<file path="src/rtl/sdram_host_if.sv">
// Host-side front end for the SDRAM command FSM.
// Holds one host request until the FSM completes it, keeps the refresh-interval
// counter, decodes the FSM state into A/BA/DQ pin values, and returns read data.
module sdram_host_if #(
    parameter int ROW_W  = 13,
    parameter int COL_W  = 9,
    parameter int BANK_W = 2,
    parameter int DATA_W = 16,
    parameter logic [ROW_W-1:0] MODE_REG = 'h020
) (
    input  logic                          CLK,
    input  logic                          RESET,
    input  logic                          rd_req,
    input  logic                          wr_req,
    input  logic [BANK_W+ROW_W+COL_W-1:0] addr,
    input  logic [DATA_W-1:0]             wr_data,
    output logic                          busy,
    output logic [DATA_W-1:0]             rd_data,
    output logic                          rd_valid,
    input  logic [4:0]                    fsm_state,
    output logic                          rd_enable,
    output logic                          wr_enable,
    output logic [9:0]                    refresh_cnt,
    output logic [ROW_W-1:0]              sdram_addr,
    output logic [BANK_W-1:0]             sdram_ba,
    output logic [DATA_W-1:0]             sdram_dq_out,
    output logic                          sdram_dq_oe,
    input  logic [DATA_W-1:0]             sdram_dq_in
);

    // Command FSM state codes this block reacts to; all other codes decode to idle pins.
    typedef enum logic [4:0] {
        ST_IDLE     = 5'd0,
        ST_REF_PRE  = 5'd1,
        ST_REF_AR   = 5'd3,
        ST_INIT_PRE = 5'd9,
        ST_LMR      = 5'd14,
        ST_RD_ACT   = 5'd16,
        ST_RD_CMD   = 5'd18,
        ST_RD_DATA  = 5'd20,
        ST_WR_ACT   = 5'd24,
        ST_WR_CMD   = 5'd26
    } fsm_code_e;

    // A10 high selects auto-precharge on READ/WRITE and all-banks on PRECHARGE.
    localparam logic [ROW_W-1:0] A10_MASK = ROW_W'(1) << 10;
    localparam logic [9:0]       CNT_MAX  = 10'd1023;

    logic                init_done_q, init_done_d;
    logic                pending_q,   pending_d;
    logic                op_read_q,   op_read_d;
    logic [BANK_W-1:0]   bank_q,      bank_d;
    logic [ROW_W-1:0]    row_q,       row_d;
    logic [COL_W-1:0]    col_q,       col_d;
    logic [DATA_W-1:0]   wr_data_q,   wr_data_d;
    logic [DATA_W-1:0]   rd_data_q,   rd_data_d;
    logic                rd_valid_q,  rd_valid_d;
    logic [9:0]          refresh_q,   refresh_d;

    logic init_done;
    logic accept;
    logic rd_done;
    logic wr_done;

    // Init counts as done from the first IDLE cycle so busy drops in that same cycle.
    assign init_done = init_done_q | (fsm_state == ST_IDLE);
    assign busy      = ~init_done | pending_q;
    assign accept    = (rd_req | wr_req) & ~busy;
    assign rd_done   = pending_q & op_read_q  & (fsm_state == ST_RD_DATA);
    assign wr_done   = pending_q & ~op_read_q & (fsm_state == ST_WR_CMD);

    assign rd_enable   = pending_q & op_read_q;
    assign wr_enable   = pending_q & ~op_read_q;
    assign rd_data     = rd_data_q;
    assign rd_valid    = rd_valid_q;
    assign refresh_cnt = refresh_q;

    // Next-state logic for the request latch, read return and refresh counter.
    always_comb begin
        // NOTE: every output gets a default first so no path can infer a latch.
        init_done_d = init_done;
        pending_d   = pending_q;
        op_read_d   = op_read_q;
        bank_d      = bank_q;
        row_d       = row_q;
        col_d       = col_q;
        wr_data_d   = wr_data_q;
        rd_valid_d  = rd_done;
        rd_data_d   = rd_done ? sdram_dq_in : rd_data_q;
        refresh_d   = refresh_q;

        if (rd_done || wr_done) begin
            pending_d = 1'b0;
        end else if (accept) begin
            pending_d = 1'b1;
            op_read_d = rd_req;           // read wins when both are requested
            {bank_d, row_d, col_d} = addr;
            wr_data_d = wr_data;
        end

        if (!init_done || fsm_state == ST_REF_AR) begin
            refresh_d = '0;
        end else if (refresh_q != CNT_MAX) begin
            refresh_d = refresh_q + 10'd1;
        end
    end

    // State registers; a reset drops any pending request and restarts the init wait.
    always_ff @(posedge CLK or posedge RESET) begin
        if (RESET) begin
            init_done_q <= 1'b0;
            pending_q   <= 1'b0;
            op_read_q   <= 1'b0;
            bank_q      <= '0;
            row_q       <= '0;
            col_q       <= '0;
            wr_data_q   <= '0;
            rd_data_q   <= '0;
            rd_valid_q  <= 1'b0;
            refresh_q   <= '0;
        end else begin
            // NOTE: non-blocking assignments so every register samples pre-edge values.
            init_done_q <= init_done_d;
            pending_q   <= pending_d;
            op_read_q   <= op_read_d;
            bank_q      <= bank_d;
            row_q       <= row_d;
            col_q       <= col_d;
            wr_data_q   <= wr_data_d;
            rd_data_q   <= rd_data_d;
            rd_valid_q  <= rd_valid_d;
            refresh_q   <= refresh_d;
        end
    end

    // Pin decode: address, bank and DQ drive aligned with the command on the bus.
    always_comb begin
        sdram_addr   = '0;
        sdram_ba     = '0;
        sdram_dq_oe  = 1'b0;
        sdram_dq_out = '0;
        case (fsm_state)
            ST_RD_ACT, ST_WR_ACT: begin
                sdram_ba   = bank_q;
                sdram_addr = row_q;
            end
            ST_RD_CMD: begin
                sdram_ba   = bank_q;
                sdram_addr = A10_MASK | ROW_W'(col_q);
            end
            ST_WR_CMD: begin
                sdram_ba     = bank_q;
                sdram_addr   = A10_MASK | ROW_W'(col_q);
                sdram_dq_oe  = 1'b1;
                sdram_dq_out = wr_data_q;
            end
            ST_REF_PRE, ST_INIT_PRE: begin
                sdram_addr = A10_MASK;
            end
            ST_LMR: begin
                sdram_addr = MODE_REG;
            end
            default: begin
                sdram_addr = '0;
            end
        endcase
    end

endmodule

</file>
<file path="config.mk">
export PLATFORM = sky130hd
export DESIGN_NAME = sdram_host_if
export DESIGN_NICKNAME = d
export VERILOG_FILES = /design/src/rtl/sdram_host_if.sv
export SDC_FILE = /design/constraint.sdc
export NUM_CORES = 1
export LEC_CHECK = 0
export CORE_ASPECT_RATIO = 0.5
export CORE_MARGIN = 8
export CORE_UTILIZATION = 45
export CTS_BUF_LIST = sky130_fd_sc_hd__clkbuf_4 sky130_fd_sc_hd__clkbuf_8
export DETAILED_ROUTE_END_ITERATION = 8
export PLACE_DENSITY = 0.82
export REMOVE_ABC_BUFFERS = 1
export SLEW_MARGIN = 15
export SYNTH_ARGS = -nofsm -noshare
export SYNTH_HDL_FRONTEND = slang
export SYNTH_SLANG_ARGS = --single-unit
</file>
<file path="constraint.sdc">
create_clock -name CLK -period 5.84 [get_ports CLK]
set_clock_uncertainty 0.2 [all_clocks]
set_input_delay 1.46 -clock CLK [delete_from_list [all_inputs] [get_ports CLK]]
set_output_delay 1.46 -clock CLK [all_outputs]
set_load 0.05 [all_outputs]
</file>
==> results of run 1 <==
==> final cells by class <==
cell class | count | share of cell area
clock buffers | 13 | 0.0355
clock inverters | 3 | 0.00360
repair buffers | 129 | 0.295
inverters | 8 | 0.00617
flip-flops and latches | 70 | 0.360
well taps | 92 | 0.0237
multi-input cells | 170 | 0.276
==> flip-flops by register name, indices dropped and copies added (netlist names) <==
name / cells
rd_valid: 1
bank_q: 2
wr_data_q: 16
col_q: 9
row_q: 13
op_read_q: 1
pending_q: 1
rd_data: 16
refresh_cnt: 10
init_done_q: 1
==> through the flow <==
step | worst slack, ns | utilization | hold WS (ns)
after floorplan | 0.912 | - | 0.258
after global placement | 0.425 | 0.687 | 0.268
after detailed placement | 0.388 | 0.687 | 0.279
after CTS | 0.387 | 0.715 | 0.297
after global routing | 0.288 | 0.715 | 0.300
final | 0.385 | 0.715 | 0.293
==> per-layer routing <==
metal | vias to the layer above | routed length, um | track usage
met2 | 69 | 4700 | 0.306
met5 | - | 0 | 0
met4 | 0 | 93 | 0.0500
li1 | 1168 | - | -
met1 | 1223 | 3220 | 0.172
met3 | 7 | 557 | 0.0691
==> report_power, final <==
part           switching, uW  internal [uW]  leakage, uW
clock network            176            192    0.0000988
logic                    458            374      0.00109
registers                117            689     0.000867
==> worst max-delay path by stage <==
| stage | start | end | slack, ns | cells after the start |
|---|---|---|---|---|
| 2_1_floorplan | fsm_state[0] | sdram_addr[12] | 0.91 | 2 |
| 3_3_place_gp | fsm_state[4] | sdram_addr[4] | 0.43 | 4 |
| 3_5_place_dp | fsm_state[4] | sdram_addr[0] | 0.39 | 4 |
| 4_1_cts | fsm_state[4] | sdram_addr[0] | 0.39 | 4 |
| 5_1_grt | fsm_state[4] | sdram_addr[4] | 0.29 | 4 |
| 6_report | fsm_state[4] | sdram_addr[0] | 0.39 | 4 |
==> logic make-up after synthesis <==
family	synth area share
DFF	0.544
and+or+nand+nor	0.142
adders and majority gates	0.00389
buffers and inverters	0.0381
muxes	0.224
AOI/OAI and AO/OA	0.0451
xor gates and xnor gates	0.00272
==> Yosys cell counts, drive strengths merged <==
cell,number,share of area
a2111oi,1,0.0027
a211oi,2,0.0047
a21o,1,0.0023
a21oi,4,0.0062
a311oi,2,0.0054
a31oi,5,0.012
and2,16,0.031
and3,2,0.0039
and4,1,0.0027
buf,10,0.028
clkbuf,1,0.0012
dfrtp,70,0.54
ha,1,0.0039
inv,8,0.0093
mux2,56,0.20
mux2i,9,0.028
nand2,8,0.0093
nand2b,2,0.0047
nand3,4,0.0062
nand4,1,0.0019
nor2,28,0.036
nor2b,2,0.0039
nor3,8,0.016
nor3b,4,0.0093
nor4,3,0.010
o21ai,3,0.0047
o22ai,1,0.0019
o2bb2ai,1,0.0027
o41ai,1,0.0027
or2,2,0.0039
or3b,1,0.0027
xor2,1,0.0027
==> worst register-to-register path: cells and delay by family (launching register included) <==
kind	cells	cell delay, ns
and+or+nand+nor	1	0.68
DFF	1	0.46
buffers and inverters	1	0.45
muxes	1	0.39
==> placed cells by master (no fill, tap or decap), drive strengths merged <==
cell / Yosys / layout
a2111oi: 1 / 1
a211oi: 2 / 2
a21o: 1 / 1
a21oi: 4 / 4
a311oi: 2 / 2
a31oi: 5 / 5
and2: 16 / 16
and3: 2 / 2
and4: 1 / 1
buf: 10 / 27
clkbuf: 1 / 13
clkdlybuf4s50: 0 / 102
clkinv: 0 / 2
clkinvlp: 0 / 1
dfrtp: 70 / 70
ha: 1 / 1
inv: 8 / 8
mux2: 56 / 56
mux2i: 9 / 9
nand2: 8 / 8
nand2b: 2 / 2
nand3: 4 / 4
nand4: 1 / 1
nor2: 28 / 28
nor2b: 2 / 2
nor3: 8 / 8
nor3b: 4 / 4
nor4: 3 / 3
o21ai: 3 / 3
o22ai: 1 / 1
o2bb2ai: 1 / 1
o41ai: 1 / 1
or2: 2 / 2
or3b: 1 / 1
xor2: 1 / 1
==> flow_metrics.tcl, run 1 <==
set metrics [dict create \
    nets 454 \
    fill_cells 491 \
    r2r_end "row_q[3]" \
    setup_viol 0 \
    antenna_found_initial 0 \
    maxSlewViolCount 0 \
    die_h_um 75.8 \
    cp_cell_sequence "clkdlybuf4s50_1 -> or3b_1 -> nor2_1 -> clkdlybuf4s50_1" \
    htree_levels 3 \
    peakVddDrop_uv 254 \
    tightest_slew_ns 1.02 \
    cts_sinks 70 \
    cts_tree "built" \
    netlist_instances 259 \
    yosysUniqueCellTypes 42 \
    seq_area_frac_synth 0.544 \
    layout.cells.non_filler 485 \
    worstSetupEndpointType "output port" \
    finalHoldViolCount 0 \
    rsz0062_at_grt "no" \
    die_x_um 136 \
    insertedDiodeCount 0 \
    ys_seq_elements 70 \
    multi_input_area_sq_um 1340 \
    maxCapViolations 0 \
    stdcell_area_sq_um 4870 \
    finalCriticalPeriod_ns 5.45 \
    wl_um 8570 \
    cts_made_buffers 9 \
    path_common_cell "clkdlybuf4s50_1" \
    worstPathArrival_ns 3.79 \
    grt_usage 0.166 \
    critPathSlowestCell "clkdlybuf4s50_1" \
    rr_startpoint "pending_q" \
    cp-start-kind "primary input" \
    yosys_warnings 0 \
    num_vias 2467 \
    hold_class "flip-flop to flip-flop" \
    cts_setup_buffers 0 \
    critPathTopFamily "buffers and inverters" \
    min_delay_worst_endpoint "col_q[5]" \
    post_cts_resized 0 \
    drive_above_1_share 0.270 \
    cellLeakagePower_uw 0.00205 \
    avgRoutedWirePerCell_um 17.7 \
    max_freq_mhz 183 \
    clkTransAtPathRegs_ns 0.07 \
    worstHoldPathCells 1 \
    drc 0 \
    root_buffer "clkbuf_8" \
    num_rows 21 \
    cp_slowest_stage_delay_ns 0.83 \
    hpwl_um 6580 \
    place_inst 469 \
    drtIter0Drc 164 \
    via_per_inst 5.09 \
    worstPathRequired_ns 4.18 \
    period_share 0.934 \
    fin_setup_tns_ns 0 \
    syn_to_final_growth_pct 51.2 \
    p_total_uw 2010 \
    critPathMaxFanout 16 \
    outcome "finished clean" \
    r2r_setup_slack_ns 3.54 \
    crit_buf_inv 2 \
    grt_max_degree 41 \
    first_pass_iters 4 \
    ant_nets 0 \
    ctsHoldBuffers 0 \
    ios 127 \
    hold_start "col_q[5]" \
    die_area_sq_um 10300 \
    grt-ovfl-total 0 \
    rr_worst_depth 3 \
    avgSynthCellArea_sq_um 12.4 \
    clock_path_buffers 2 \
    routabilityCongestion 0.782 \
    placed_area_sq_um 4680 \
    grt_pass1_wl_um 13200 \
    seqCellArea_sq_um 1750 \
    grt_pass1_vias 2625 \
    portBuffers 126 \
    core_area_sq_um 6810 \
    clk_latency_ns 0.35 \
    powerDensity_nw_per_um2 412 \
    critical_path_class "primary input to output port" \
    start_util 0.473 \
    max-slew-margin-rel 0.317 \
    syn_area_sq_um 3220 \
]
(Power assumes the default switching activity.)
==> run 2: changes to the inputs <==
--- a/config.mk
+++ b/config.mk
@@ -7,10 +7,10 @@
 export LEC_CHECK = 0
 export CORE_ASPECT_RATIO = 0.5
 export CORE_MARGIN = 8
-export CORE_UTILIZATION = 45
+export CORE_UTILIZATION = 48
 export CTS_BUF_LIST = sky130_fd_sc_hd__clkbuf_4 sky130_fd_sc_hd__clkbuf_8
 export DETAILED_ROUTE_END_ITERATION = 8
-export PLACE_DENSITY = 0.82
+export PLACE_DENSITY = 0.87
 export REMOVE_ABC_BUFFERS = 1
 export SLEW_MARGIN = 15
 export SYNTH_ARGS = -nofsm -noshare
==> run 2 against run 1 <==
Sequential share of layout area down 0.12 points. Count of clock-buffer cells in the layout up 2. Worst hold slack better by 0.0082 ns. Flip-flop and latch count unchanged. Global-route usage up 1.7 points. Sequential power about the same. Cell count unchanged. Design area up 0.33%. Critical path type unchanged. Largest cell class unchanged.
==> flow_metrics.tcl, run 2 (same netlist as run 1, synthesis figures left out) <==
set metrics [dict create \
    portBuffers 126 \
    max_freq_mhz 183 \
    grt_usage 0.183 \
    cts_sinks 70 \
    die_h_um 73.9 \
    seqCellArea_sq_um 1750 \
    path_common_cell "clkdlybuf4s50_1" \
    fill_cells 427 \
    finalCriticalPeriod_ns 5.47 \
    rr_startpoint "pending_q" \
    ant_nets 0 \
    cp_slowest_stage_delay_ns 0.83 \
    ios 127 \
    peakVddDrop_uv 195 \
    setup_viol 0 \
    syn_to_final_growth_pct 51.7 \
    worstHoldPathCells 1 \
    avgRoutedWirePerCell_um 18.2 \
    drc 0 \
    cts_tree "built" \
    layout_common_cells "104 x clkdlybuf4s50_1, 70 x dfrtp_1, 54 x mux2_2" \
    wl_um 8830 \
    clk_latency_ns 0.35 \
    worstPathRequired_ns 4.18 \
    final_core_util 0.740 \
    htree_levels 3 \
    cellLeakagePower_uw 0.00206 \
    grt_pass1_wl_um 13900 \
    powerDensity_nw_per_um2 416 \
    fin_setup_tns_ns 0 \
    grt_max_degree 45 \
    cts_setup_buffers 0 \
    num_rows 21 \
    worstSetupEndpointType "output port" \
    core_area_sq_um 6600 \
    hpwl_um 6780 \
    first_pass_iters 4 \
    critical_path_class "primary input to output port" \
    maxSlewViolCount 0 \
    rr_worst_depth 3 \
    crit_start "fsm_state[4]" \
    maxCapViolations 0 \
    root_buffer "clkbuf_8" \
    grt_pass1_vias 2671 \
    via_per_inst 5.15 \
    period_share 0.937 \
    finalHoldViolCount 0 \
    insertedDiodeCount 0 \
    outcome "finished clean" \
    hold_start "wr_data_q[2]" \
    num_vias 2499 \
    cp_cell_sequence "clkdlybuf4s50_1 -> or3b_1 -> nor2_1 -> clkdlybuf4s50_1" \
    post_cts_resized 0 \
    die_x_um 132 \
    clkTransAtPathRegs_ns 0.06 \
    grt-ovfl-total 0 \
    drive_above_1_share 0.265 \
    antenna_found_initial 0 \
    rsz0062_at_grt "no" \
    hold_class "flip-flop to flip-flop" \
    start_util 0.488 \
    die_area_sq_um 9740 \
    cts_made_buffers 9 \
    critPathMaxFanout 16 \
    nets 455 \
    max-slew-margin-rel 0.302 \
    worstPathArrival_ns 3.81 \
    routabilityCongestion 0.868 \
    cp-start-kind "primary input" \
    clock_path_buffers 2 \
    multi_input_area_sq_um 1340 \
    ctsHoldBuffers 0 \
    tightest_slew_ns 1.04 \
    drtIter0Drc 121 \
    critPathSlowestCell "clkdlybuf4s50_1" \
    final_common_cell "clkdlybuf4s50_1" \
]
==> run 2: report_power, final <==
part	internal (uW)	switching (uW)
Sequential	690	120
Combinational	376	467
Clock	208	169
==> run 2: final cells by class <==
cell class,count,share of cell area
tap,92,0.0236
sequential,70,0.359
multi-input combinational,170,0.275
inverter,8,0.00615
timing repair buffer,130,0.297
clock buffer,15,0.0397
==> run 2: through the flow <==
stage	power, uW	hold slack (ns)	cell area [sq um]	setup WS [ns]	cells
2_1_floorplan	1350	0.258	3130	0.912	248
3_3_place_gp	1620	0.272	4690	0.478	470
3_5_place_dp	1670	0.287	4690	0.382	470
4_1_cts	2050	0.307	4880	0.375	485
5_1_grt	2120	0.323	4880	0.262	485
6_report	2030	0.302	4880	0.365	485
==> run 2: metal layers <==
metal / up-vias / GRT usage / share of wire
li1: 1172 / - / -
met1: 1236 / 0.187 / 0.37
met2: 64 / 0.347 / 0.56
met3: 27 / 0.0559 / 0.041
met4: 0 / 0.0832 / 0.029
met5: - / 0 / 0
==> run 2: path summary, 6_finish.rpt <==
check,endpoint,slack [ns]
setup / recovery,sdram_addr[4],0.37
hold / removal,wr_data_q[2],0.30
setup reg to reg,rd_data[13],3.61
hold reg to reg,wr_data_q[2],0.30
max in group asynchronous,wr_data_q[15],3.20
min in group asynchronous,rd_data[13],1.27
==> run 2: worst max-delay path: cells and delay by family <==
kind | cells | cell delay (ns)
buf+inv | 2 | 1.46
simple gates | 2 | 0.89
==> run 3: changes to the inputs <==
--- a/config.mk
+++ b/config.mk
@@ -12,6 +12,7 @@
 export DETAILED_ROUTE_END_ITERATION = 8
 export PLACE_DENSITY = 0.87
 export REMOVE_ABC_BUFFERS = 1
+export SKIP_LAST_GASP = 1
 export SLEW_MARGIN = 15
 export SYNTH_ARGS = -nofsm -noshare
 export SYNTH_HDL_FRONTEND = slang
==> results of run 3 <==
No change in the layout: final DEF, timing and power equal those of run 2.
